[src/rtl/vec_issue_queue_pkg.sv]
`default_nettype none
// +----------------------------------------------------------------------+
// | vec_issue_queue_pkg : vector decode/CSR constants and queue entry     |
// | Revision: 1.0                                                         |
// +----------------------------------------------------------------------+
package vec_issue_queue_pkg;

    localparam int         PKG_XLEN = 32;
    localparam logic [6:0] V_ARITH  = 7'h57;
    localparam logic [2:0] CONF     = 3'b111;

    typedef struct packed {
        logic [PKG_XLEN-1:0] inst;
        logic [PKG_XLEN-1:0] rs1;
        logic [PKG_XLEN-1:0] rs2;
        logic                is_cfg;
    } entry_t;

endpackage
`default_nettype wire

[src/rtl/vec_issue_queue_fifo_mem.sv]
`default_nettype none
// +----------------------------------------------------------------------+
// | vec_issue_fifo_mem : DEPTH x entry register array, 1W / 1R (async rd) |
// | Revision: 1.0                                                         |
// +----------------------------------------------------------------------+
module vec_issue_fifo_mem
    import vec_issue_queue_pkg::*;
#(
    parameter int DEPTH = 4
) (
    input  logic                     clk,
    input  logic                     we,
    input  logic [$clog2(DEPTH)-1:0] waddr,
    input  entry_t                   wdata,
    input  logic [$clog2(DEPTH)-1:0] raddr,
    output entry_t                   rdata
);

    // Contents are don't-care until written, so the array carries no reset.
    entry_t r_mem [DEPTH];

    always_ff @(posedge clk) begin
        if (we) begin
            r_mem[waddr] <= wdata;
        end
    end

    assign rdata = r_mem[raddr];

endmodule
`default_nettype wire

[src/rtl/vec_issue_queue.sv]
`default_nettype none
// +----------------------------------------------------------------------+
// | vec_issue_queue : scalar-to-vector instruction issue FIFO             |
// | Optional macro VEC_ISSUE_BYPASS_EN: 0-cycle bypass when queue empty.  |
// | Revision: 1.0                                                         |
// +----------------------------------------------------------------------+
module vec_issue_queue
    import vec_issue_queue_pkg::*;
#(
    parameter int XLEN  = PKG_XLEN,
    parameter int DEPTH = 4
) (
    input  logic                     clk,
    input  logic                     reset_n,
    input  logic                     inst_valid_i,
    input  logic [XLEN-1:0]          inst_i,
    input  logic [XLEN-1:0]          rs1_i,
    input  logic [XLEN-1:0]          rs2_i,
    output logic                     inst_ready_o,
    output logic                     vec_valid_o,
    output logic [XLEN-1:0]          vec_inst_o,
    output logic [XLEN-1:0]          rs1_o,
    output logic [XLEN-1:0]          rs2_o,
    input  logic                     vec_ready_i,
    input  logic                     flush_i,
    output logic                     reject_o,
    output logic [$clog2(DEPTH):0]   count_o,
    output logic                     cfg_pending_o
);

    localparam int               PTR_W   = $clog2(DEPTH);
    localparam int               CNT_W   = PTR_W + 1;
    localparam logic [CNT_W-1:0] C_DEPTH = CNT_W'(DEPTH);

    generate
        if (XLEN != PKG_XLEN || DEPTH < 2 || (DEPTH & (DEPTH - 1)) != 0) begin : g_param_check
            $error("vec_issue_queue: XLEN must match package width, DEPTH a power of two >= 2");
        end
    endgenerate

    logic [PTR_W-1:0] r_head;
    logic [PTR_W-1:0] r_tail;
    logic [CNT_W-1:0] r_count;
    logic [CNT_W-1:0] r_cfg_cnt;
    logic             r_reject;
    logic             r_drain;

    entry_t w_head_entry;
    entry_t w_wr_entry;
    logic   w_empty, w_head_cfg, w_q_valid, w_pop;
    logic   w_accept, w_is_vec, w_is_cfg, w_push, w_bypass;

    assign w_empty    = (r_count == '0);
    assign w_head_cfg = !w_empty && w_head_entry.is_cfg;
    // A config head waits for the drain flag, giving a one-cycle bubble.
    assign w_q_valid  = !w_empty && (!w_head_cfg || r_drain);
    assign w_pop      = w_q_valid && vec_ready_i;

    assign inst_ready_o = !flush_i && ((r_count != C_DEPTH) || w_pop);
    assign w_accept     = inst_valid_i && inst_ready_o;
    assign w_is_vec     = (inst_i[6:0] == V_ARITH);
    assign w_is_cfg     = (inst_i[14:12] == CONF);

`ifdef VEC_ISSUE_BYPASS_EN
    assign w_bypass = w_accept && w_is_vec && !w_is_cfg && w_empty && vec_ready_i;
`else
    assign w_bypass = 1'b0;
`endif

    assign w_push     = w_accept && w_is_vec && !w_bypass;
    assign w_wr_entry = '{inst: inst_i, rs1: rs1_i, rs2: rs2_i, is_cfg: w_is_cfg};

    vec_issue_fifo_mem #(
        .DEPTH (DEPTH)
    ) u_mem (
        .clk   (clk),
        .we    (w_push),
        .waddr (r_tail),
        .wdata (w_wr_entry),
        .raddr (r_head),
        .rdata (w_head_entry)
    );

    always_ff @(posedge clk or negedge reset_n) begin
        if (!reset_n) begin
            r_head    <= '0;
            r_tail    <= '0;
            r_count   <= '0;
            r_cfg_cnt <= '0;
            r_reject  <= 1'b0;
            r_drain   <= 1'b0;
        end else if (flush_i) begin
            r_head    <= '0;
            r_tail    <= '0;
            r_count   <= '0;
            r_cfg_cnt <= '0;
            r_reject  <= 1'b0;
            r_drain   <= 1'b0;
        end else begin
            if (w_push) r_tail <= r_tail + 1'b1;
            if (w_pop)  r_head <= r_head + 1'b1;
            r_count   <= r_count + CNT_W'(w_push) - CNT_W'(w_pop);
            r_cfg_cnt <= r_cfg_cnt + CNT_W'(w_push && w_is_cfg) - CNT_W'(w_pop && w_head_cfg);
            r_reject  <= w_accept && !w_is_vec;
            // Once armed the flag holds, so a presented config head stays valid.
            r_drain   <= w_head_cfg && !w_pop && (vec_ready_i || r_drain);
        end
    end

    assign vec_valid_o   = w_q_valid || w_bypass;
    assign reject_o      = r_reject;
    assign count_o       = r_count;
    assign cfg_pending_o = (r_cfg_cnt != '0);

    always_comb begin
        vec_inst_o = '0;
        rs1_o      = '0;
        rs2_o      = '0;
        if (w_bypass) begin
            vec_inst_o = inst_i;
            rs1_o      = rs1_i;
            rs2_o      = rs2_i;
        end else if (!w_empty) begin
            vec_inst_o = w_head_entry.inst;
            rs1_o      = w_head_entry.rs1;
            rs2_o      = w_head_entry.rs2;
        end
    end

endmodule
`default_nettype wire

[config.mk]
export PLATFORM = sky130hd
export DESIGN_NAME = vec_issue_queue
export DESIGN_NICKNAME = d
export VERILOG_FILES = /design/src/rtl/vec_issue_queue_pkg.sv /design/src/rtl/vec_issue_queue_fifo_mem.sv /design/src/rtl/vec_issue_queue.sv
export SDC_FILE = /design/constraint.sdc
export NUM_CORES = 1
export LEC_CHECK = 0
export ABC_CLOCK_PERIOD_IN_PS = 5700
export CAP_MARGIN = 20
export CORE_AREA = 2 2 179 181
export DETAILED_ROUTE_END_ITERATION = 8
export DIE_AREA = 0 0 181 183
export GPL_TIMING_DRIVEN = 0
export PLACE_DENSITY = 0.86
export SYNTH_ARGS = -nofsm -noshare
export SYNTH_HDL_FRONTEND = slang
export SYNTH_SLANG_ARGS = --single-unit
[constraint.sdc]
create_clock -name clk -period 5.7 [get_ports clk]
set_input_delay 0.855 -clock clk [delete_from_list [all_inputs] [get_ports clk]]
set_output_delay 0.855 -clock clk [all_outputs]
set_load 0.005 [all_outputs]
==> impl_results.md, run 1 <==
- Pins over their slew limit: 0
- Layout Skew: 0.01555 ns
- Critical path's most frequent cell: clkbuf_1
- Number of port buffers: 203
- Seq/Total Area, Yosys: 0.7739
- Setup Buffers After CTS: 0
- Global-route usage over all layers: 0.1918
- Share of the cycle needed by the critical path after routing: 0.7068
- Nature of the critical path endpoint: output pin
- Maximum number of pins on one net before global-route repair: 31
- Total of warnings raised by yosys: 0
- Commonest cells after routing, fill and taps aside: edfxtp_1 (388), clkdlybuf4s50_1 (203), and2_1 (97)
- Worst EP required: 4.85 ns
- Starting utilization of the core area: 0.4945
- Detail Route Antenna Nets: 0
- Run status: finished, final reports clean
- M1 GR Usage: 0.2429
- Synthesized area per cell: 22.13 sq um
- Chip Height: 183 um
- Slowest stage delay, CP: 0.58 ns
- Via-to-Cell Ratio: 5.426
- Die area: 33,120 sq um
- Clock sinks: 400
- Instance count of the mapped netlist: 698
- Inserted Clock Buffers: 41
- Path class of the lowest-slack min-delay path: reg2reg
- Per-cell routed wire length: 22.40 um
- Worst-path clk slew: 0.06 ns
- RSZ-0062 raised after global routing: no
- Max-capacitance violation count: 0
- Actual slew at the worst max-slew pin: 0.9242 ns
- First-pass GRT wire length: 48,160 um
- Final critical-path required period: 4.029 ns
- Post-detailed-placement half-perimeter wirelength: 20,660 um
- Final Util: 0.6298
- Number of cells after detailed placement: 1,318
- Critical-path cell list: or3_1 > buf_2 > clkbuf_1 > clkbuf_1 > and2_1 > clkdlybuf4s50_1
- Cell count of the worst hold path: 3
- Number of detailed-routing iterations run before antenna repair: 4
- Depth of the most critical reg-to-reg path: 12
- Number of nets in the synthesized netlist: 809
- Final-stage net count: 1,070
- Power density of the placed cells: 374.8 nW/um^2
- Top-area cell type share of the netlist area: 0.7544
- Maximum vdd drop: 0.3543 mV
- Launch point of the worst hold path: r_drain
- Core area: 31,230 sq um
- Max Root-Sink Buffers: 3
- Routed Wire Length: 31,230 um
- Proportion of layout cells with a drive suffix above 1: 0.1935
- TritonCTS clock tree: built
- Signed area change from the synthesized netlist to the final layout: 27.35%
- Distinct cell type count after synthesis: 30
- Antenna violations before repair: 3
- Number of remaining DRC errors: 0
- Hold_buf cts: 0
- CP Launch Type: flop
- Peak Freq: 248.2 MHz
- Crit-path max FO: 10
- Startpoint-to-endpoint class of the critical path: reg2out
- Met3 GRT Util: 0.05064
- Data arrival time at the worst-slack endpoint: 3.17 ns
- Top-level I/O count: 204
- Count of antenna diodes in the layout: 0
- Met2 capacity usage during global routing: 0.3343
- Slowest CP cell: clkdlybuf4s50_1
- Top post-synthesis cells by area: edfxtp_1 (75%), mux4_2 (14%), and2_1 (3.9%)
- Initial DRC Count: 401
- Number of H-tree levels: 2
- Relative max-transition margin: 0.3825
- Post-synthesis register bit count: 400
- Leading area contributor after synthesis: edfxtp_1
- Post-route insts no fill: 1,394
- Via count of the first global-routing pass: 8,315
- End of the worst register-to-register path: r_cfg_cnt[2]
- Std-Cell Rows: 65
- Clock Tree Root: clkbuf_16
- Routed via count: 7,564
- Routability congestion estimate from global placement: 0.7102
- Leakage power summed over all cells: 6.326 nW
- Final hold violation count: 0
- Overflow left after global routing: 0
- Hold Crit Endpoint: r_drain
- Resized cells post-CTS: 0
- Area of the mapped netlist: 15,440 sq um
- Routing layer with the top usage in global route: met2
- Flop2flop setup slack: 2.76 ns
- R2R Path Start: r_head[0]
- Endpoints failing setup: 0
- Leading cell type in the layout, fill and taps excluded: edfxtp_1
- Width of the chip: 181 um
- Clock latency of the later-clocked register in the worst-skew pair: 0.52 ns
==> final cells by class <==
cell class / count / area [sq um]
Buffer: 34 / 165.2
Clock buffer: 60 / 1160
Clock inverter: 16 / 161.4
Fill cell: 2145 / 11560
Inverter: 7 / 26.28
Multi-Input combinational cell: 257 / 3331
Sequential cell: 400 / 11950
Tap cell: 402 / 503.0
Timing Repair Buffer: 218 / 2370
==> stage by stage <==
stage               hold slack [ns]  instance area (sq um)  setup TNS, ns  setup slack [ns]  power, mW
CTS                          0.5950                  19670              0             1.529      7.474
global route                 0.6234                  19670              0             1.421      7.681
floorplan                    0.5505                  15440        -292.96           -0.7550      3.932
finish                       0.5993                  19670              0             1.671      7.371
global placement             0.5731                  17980       -1801.20            -4.820      4.829
detailed placement           0.5819                  18350              0             1.836      4.850
==> sequential cells by signal (all words and copies together) (netlist names) <==
register	flops
r_drain	1
u_mem.r_mem	388
r_cfg_cnt	3
r_tail	2
r_head	2
count_o	3
reject_o	1
==> synth_stat cells <==
cell type / n
buf_2: 12
nand4b_1: 1
or3_1: 2
nand4_1: 1
mux2i_1: 2
xor2_1: 3
nand2_1: 2
and3_1: 2
clkbuf_1: 19
fa_1: 2
xnor2_1: 2
mux4_2: 96
nand3b_1: 1
nand2b_1: 4
buf_6: 3
edfxtp_1: 388
mux2_1: 1
and2_1: 97
a31oi_4: 1
nor2b_1: 10
nor2_1: 13
nor3_1: 2
a2111oi_2: 1
mux2_2: 2
dfrtp_1: 12
ha_1: 8
a21oi_1: 1
mux2_4: 2
inv_1: 7
a22oi_4: 1
==> metal layers <==
metal	vias to the layer above	share of wire
met5	-	0.0012
met4	6	0.020
met3	52	0.069
met2	260	0.52
met1	3908	0.39
li1	3338	-
==> how the worst max path moves through the flow <==
stage / start / to
after floorplan: inst_i[5] / u_mem.r_mem[0][0]
after global placement: inst_i[5] / u_mem.r_mem[0][13]
after detailed placement: inst_i[6] / r_cfg_cnt[2]
after CTS: count_o[1] / vec_inst_o[24]
after global routing: count_o[1] / vec_inst_o[27]
final: count_o[1] / vec_inst_o[27]
==> power breakdown <==
| group | switching [mW] | internal (mW) | total [mW] |
|---|---|---|---|
| Clock | 1.05 | 1.55 | 2.61 |
| Sequential | 0.0160 | 3.24 | 3.25 |
| Combinational | 0.636 | 0.876 | 1.51 |
==> kinds of logic after synthesis <==
logic type	Yosys count	share of synthesized area
XOR/XNOR	5	0.002836
flip-flops	400	0.7739
buffers and inverters	41	0.01240
multiplexers	103	0.1454
AND/OR/NAND/NOR	135	0.05234
adder cells (fa/ha/maj)	10	0.009074
AO/OA/AOI/OAI	4	0.004050
==> critical path, delay by kind of cell (launching register included) <==
kind          cells  cell delay, ns
flops             1            0.46
simple gates      2            0.35
buf+inv           4            1.84
(Power assumes the default switching activity.)
==> run 2, diff against run 1 <==
--- a/config.mk
+++ b/config.mk
@@ -5,13 +5,13 @@
 export SDC_FILE = /design/constraint.sdc
 export NUM_CORES = 1
 export LEC_CHECK = 0
-export ABC_CLOCK_PERIOD_IN_PS = 5700
+export ABC_CLOCK_PERIOD_IN_PS = 3800
 export CAP_MARGIN = 20
-export CORE_AREA = 2 2 179 181
+export CORE_AREA = 2 2 173 175
 export DETAILED_ROUTE_END_ITERATION = 8
-export DIE_AREA = 0 0 181 183
+export DIE_AREA = 0 0 175 177
 export GPL_TIMING_DRIVEN = 0
-export PLACE_DENSITY = 0.86
+export PLACE_DENSITY = 0.87
 export SYNTH_ARGS = -nofsm -noshare
 export SYNTH_HDL_FRONTEND = slang
 export SYNTH_SLANG_ARGS = --single-unit
==> constraint.sdc (replaced) <==
create_clock -name clk -period 3.8 [get_ports clk]
set_input_delay 0.57 -clock clk [delete_from_list [all_inputs] [get_ports clk]]
set_output_delay 0.57 -clock clk [all_outputs]
set_load 0.005 [all_outputs]
==> impl_results.md, run 2 (same netlist as run 1, synthesis figures left out) <==
- Maximum number of pins on one net before global-route repair: 31 (unchanged)
- Number of detailed-routing iterations run before antenna repair: 4 (unchanged)
- Core area: 29,240 sq um (-6.4%)
- Final-stage net count: 1,069 (-0.093%)
- Clock latency of the later-clocked register in the worst-skew pair: 0.53 ns (about the same)
- Number of H-tree levels: 2 (unchanged)
- Run status: finished, final reports clean
- Commonest cells after routing, fill and taps aside: edfxtp_1 (388), clkdlybuf4s50_1 (203), and2_1 (97)
- Depth of the most critical reg-to-reg path: 8 (-4)
- Detail Route Antenna Nets: 0 (unchanged)
- Final hold violation count: 0 (unchanged)
- Max Root-Sink Buffers: 3 (unchanged)
- Endpoints failing setup: 0 (unchanged)
- Width of the chip: 175 um (-3.3%)
- TritonCTS clock tree: built
- Via-to-Cell Ratio: 5.535 (+2.0%)
- Number of port buffers: 203 (unchanged)
- Slowest stage delay, CP: 0.49 ns (-0.09 ns)
- Post-route insts no fill: 1,379 (-1.1%)
- Routability congestion estimate from global placement: 0.7235 (+1.9%)
- Slowest CP cell: clkdlybuf4s50_1
- Global-route usage over all layers: 0.2054 (+0.01362)
- Overflow left after global routing: 0 (unchanged)
- Die area: 30,980 sq um (-6.5%)
- Initial DRC Count: 581 (+45%)
- Power density of the placed cells: 571.1 nW/um^2 (+52%)
- Setup Buffers After CTS: 0 (unchanged)
- Top-level I/O count: 204 (unchanged)
- End of the worst register-to-register path: u_mem.r_mem[0][3]
- Std-Cell Rows: 63 (-3.1%)
- Startpoint-to-endpoint class of the critical path: reg2out
- RSZ-0062 raised after global routing: no
- Leakage power summed over all cells: 6.370 nW (+0.69%)
- Count of antenna diodes in the layout: 0 (unchanged)
- Relative max-transition margin: 0.5040 (+0.1214)
- Routed Wire Length: 31,090 um (-0.44%)
- Final critical-path required period: 3.422 ns
- Post-detailed-placement half-perimeter wirelength: 19,910 um (-3.6%)
- Hold_buf cts: 0 (unchanged)
- Inserted Clock Buffers: 41 (unchanged)
- CP Launch Type: flop
- Nature of the critical path endpoint: output pin
- Chip Height: 177 um (-3.3%)
- Max reg flops: 388 (unchanged)
- Critical-path cell list: buf_2 > buf_2 > buf_2 > mux4_2 > and2_1 > clkdlybuf4s50_1
- Fill cell instance count of the final layout: 1,823 (-15%)
- Max-capacitance violation count: 0 (unchanged)
- Number of cells after detailed placement: 1,306 (-0.91%)
- First-pass GRT wire length: 47,800 um (-0.73%)
- Path class of the lowest-slack min-delay path: in2async
- Critical path's most frequent cell: buf_2
- Maximum vdd drop: 0.4790 mV (+35%)
- Crit-path max FO: 10 (unchanged)
- Share of the cycle needed by the critical path after routing: 0.9004
- R2R Path Start: r_head[0]
- Starting utilization of the core area: 0.5281 (+0.03358)
- Post-route worst setup slack: 0.3783 ns (-1.293 ns)
- Pins over their slew limit: 0 (unchanged)
- Per-cell routed wire length: 22.55 um (+0.64%)
- Data arrival time at the worst-slack endpoint: 2.85 ns (-0.32 ns)
- Via count of the first global-routing pass: 8,341 (+0.31%)
- Clock Tree Root: clkbuf_16
- Register with the most flip-flops: u_mem.r_mem
- Antenna violations before repair: 2 (-1)
- Worst-path clk slew: 0.06 ns (about the same)
- Actual slew at the worst max-slew pin: 0.7425 ns (-0.1817 ns)
- Flop2flop setup slack: 0.88 ns (-1.88 ns)
- Worst EP required: 3.23 ns (-1.62 ns)
- Setup WS pre-CTS: 0.1897 ns (-1.646 ns)
- Routed via count: 7,633 (+0.91%)
- Leading cell type in the layout, fill and taps excluded: edfxtp_1
- Signed area change from the synthesized netlist to the final layout: 27.72%
- Proportion of layout cells with a drive suffix above 1: 0.2042 (+0.01070)
- Number of remaining DRC errors: 0 (unchanged)
- Layout Skew: 0.01445 ns (-0.001099 ns)
- Peak Freq: 292.3 MHz
- Clock sinks: 400 (unchanged)
[run 2: timing repair]
item | in CTS | in global routing
gates resized for setup | 1 | 0
pin swaps | 0 | 0
setup endpoints to repair | 10 | 17
[run 2: how the worst max path moves through the flow]
stage | startpoint | to
floorplan | inst_i[5] | u_mem.r_mem[0][0]
global placement | inst_i[4] | u_mem.r_mem[1][9]
detailed placement | inst_i[4] | u_mem.r_mem[0][7]
CTS | count_o[1] | vec_inst_o[14]
global route | count_o[1] | vec_inst_o[14]
finish | r_head[1] | vec_inst_o[14]
[run 2: final cells by class]
type / count / area, sq um / area share
clock inverter: 28 / 322.8 / 0.01637
clock buffer: 46 / 1087 / 0.05513
inverter: 7 / 26.28 / 0.001332
tap: 390 / 488.0 / 0.02474
sequential: 400 / 11950 / 0.6059
multi-input combinational: 257 / 3331 / 0.1689
buffer: 33 / 162.7 / 0.008247
timing repair buffer: 218 / 2355 / 0.1194
[run 2: per-layer routing]
metal  vias to the layer above  track usage  share of wire
met3                        54      0.05412          0.069
li1                       3345            -              -
met4                         2      0.05313          0.019
met5                         -            0        0.00042
met2                       265       0.3552           0.52
met1                      3967       0.2611           0.39
[run 2: where the power goes]
part	switching (mW)	internal (mW)	total, mW
combinational	0.933	1.31	2.25
sequential	0.0249	4.85	4.88
clock	1.60	2.54	4.14
[run 2: worst max-delay path, delay by kind of cell, from the launching register on]
family	cells	cell delay, ns
buffers and inverters	4	1.49
DFF	1	0.34
muxes	1	0.34
and+or+nand+nor	1	0.17
[run 2: through the flow]
stage               TNS (ns)    util  area [sq um]  hold WS, ns  total power, mW
finish                     0  0.6745         19720       0.4788            11.27
global route               0  0.6745         19720       0.5101            11.72
CTS                        0  0.6746         19730       0.4723            11.42
detailed placement         0  0.6263         18320       0.5851            7.267
global placement    -1206.53  0.6146         17970       0.5731            7.233
floorplan            -204.89       -         15450       0.2744            5.898
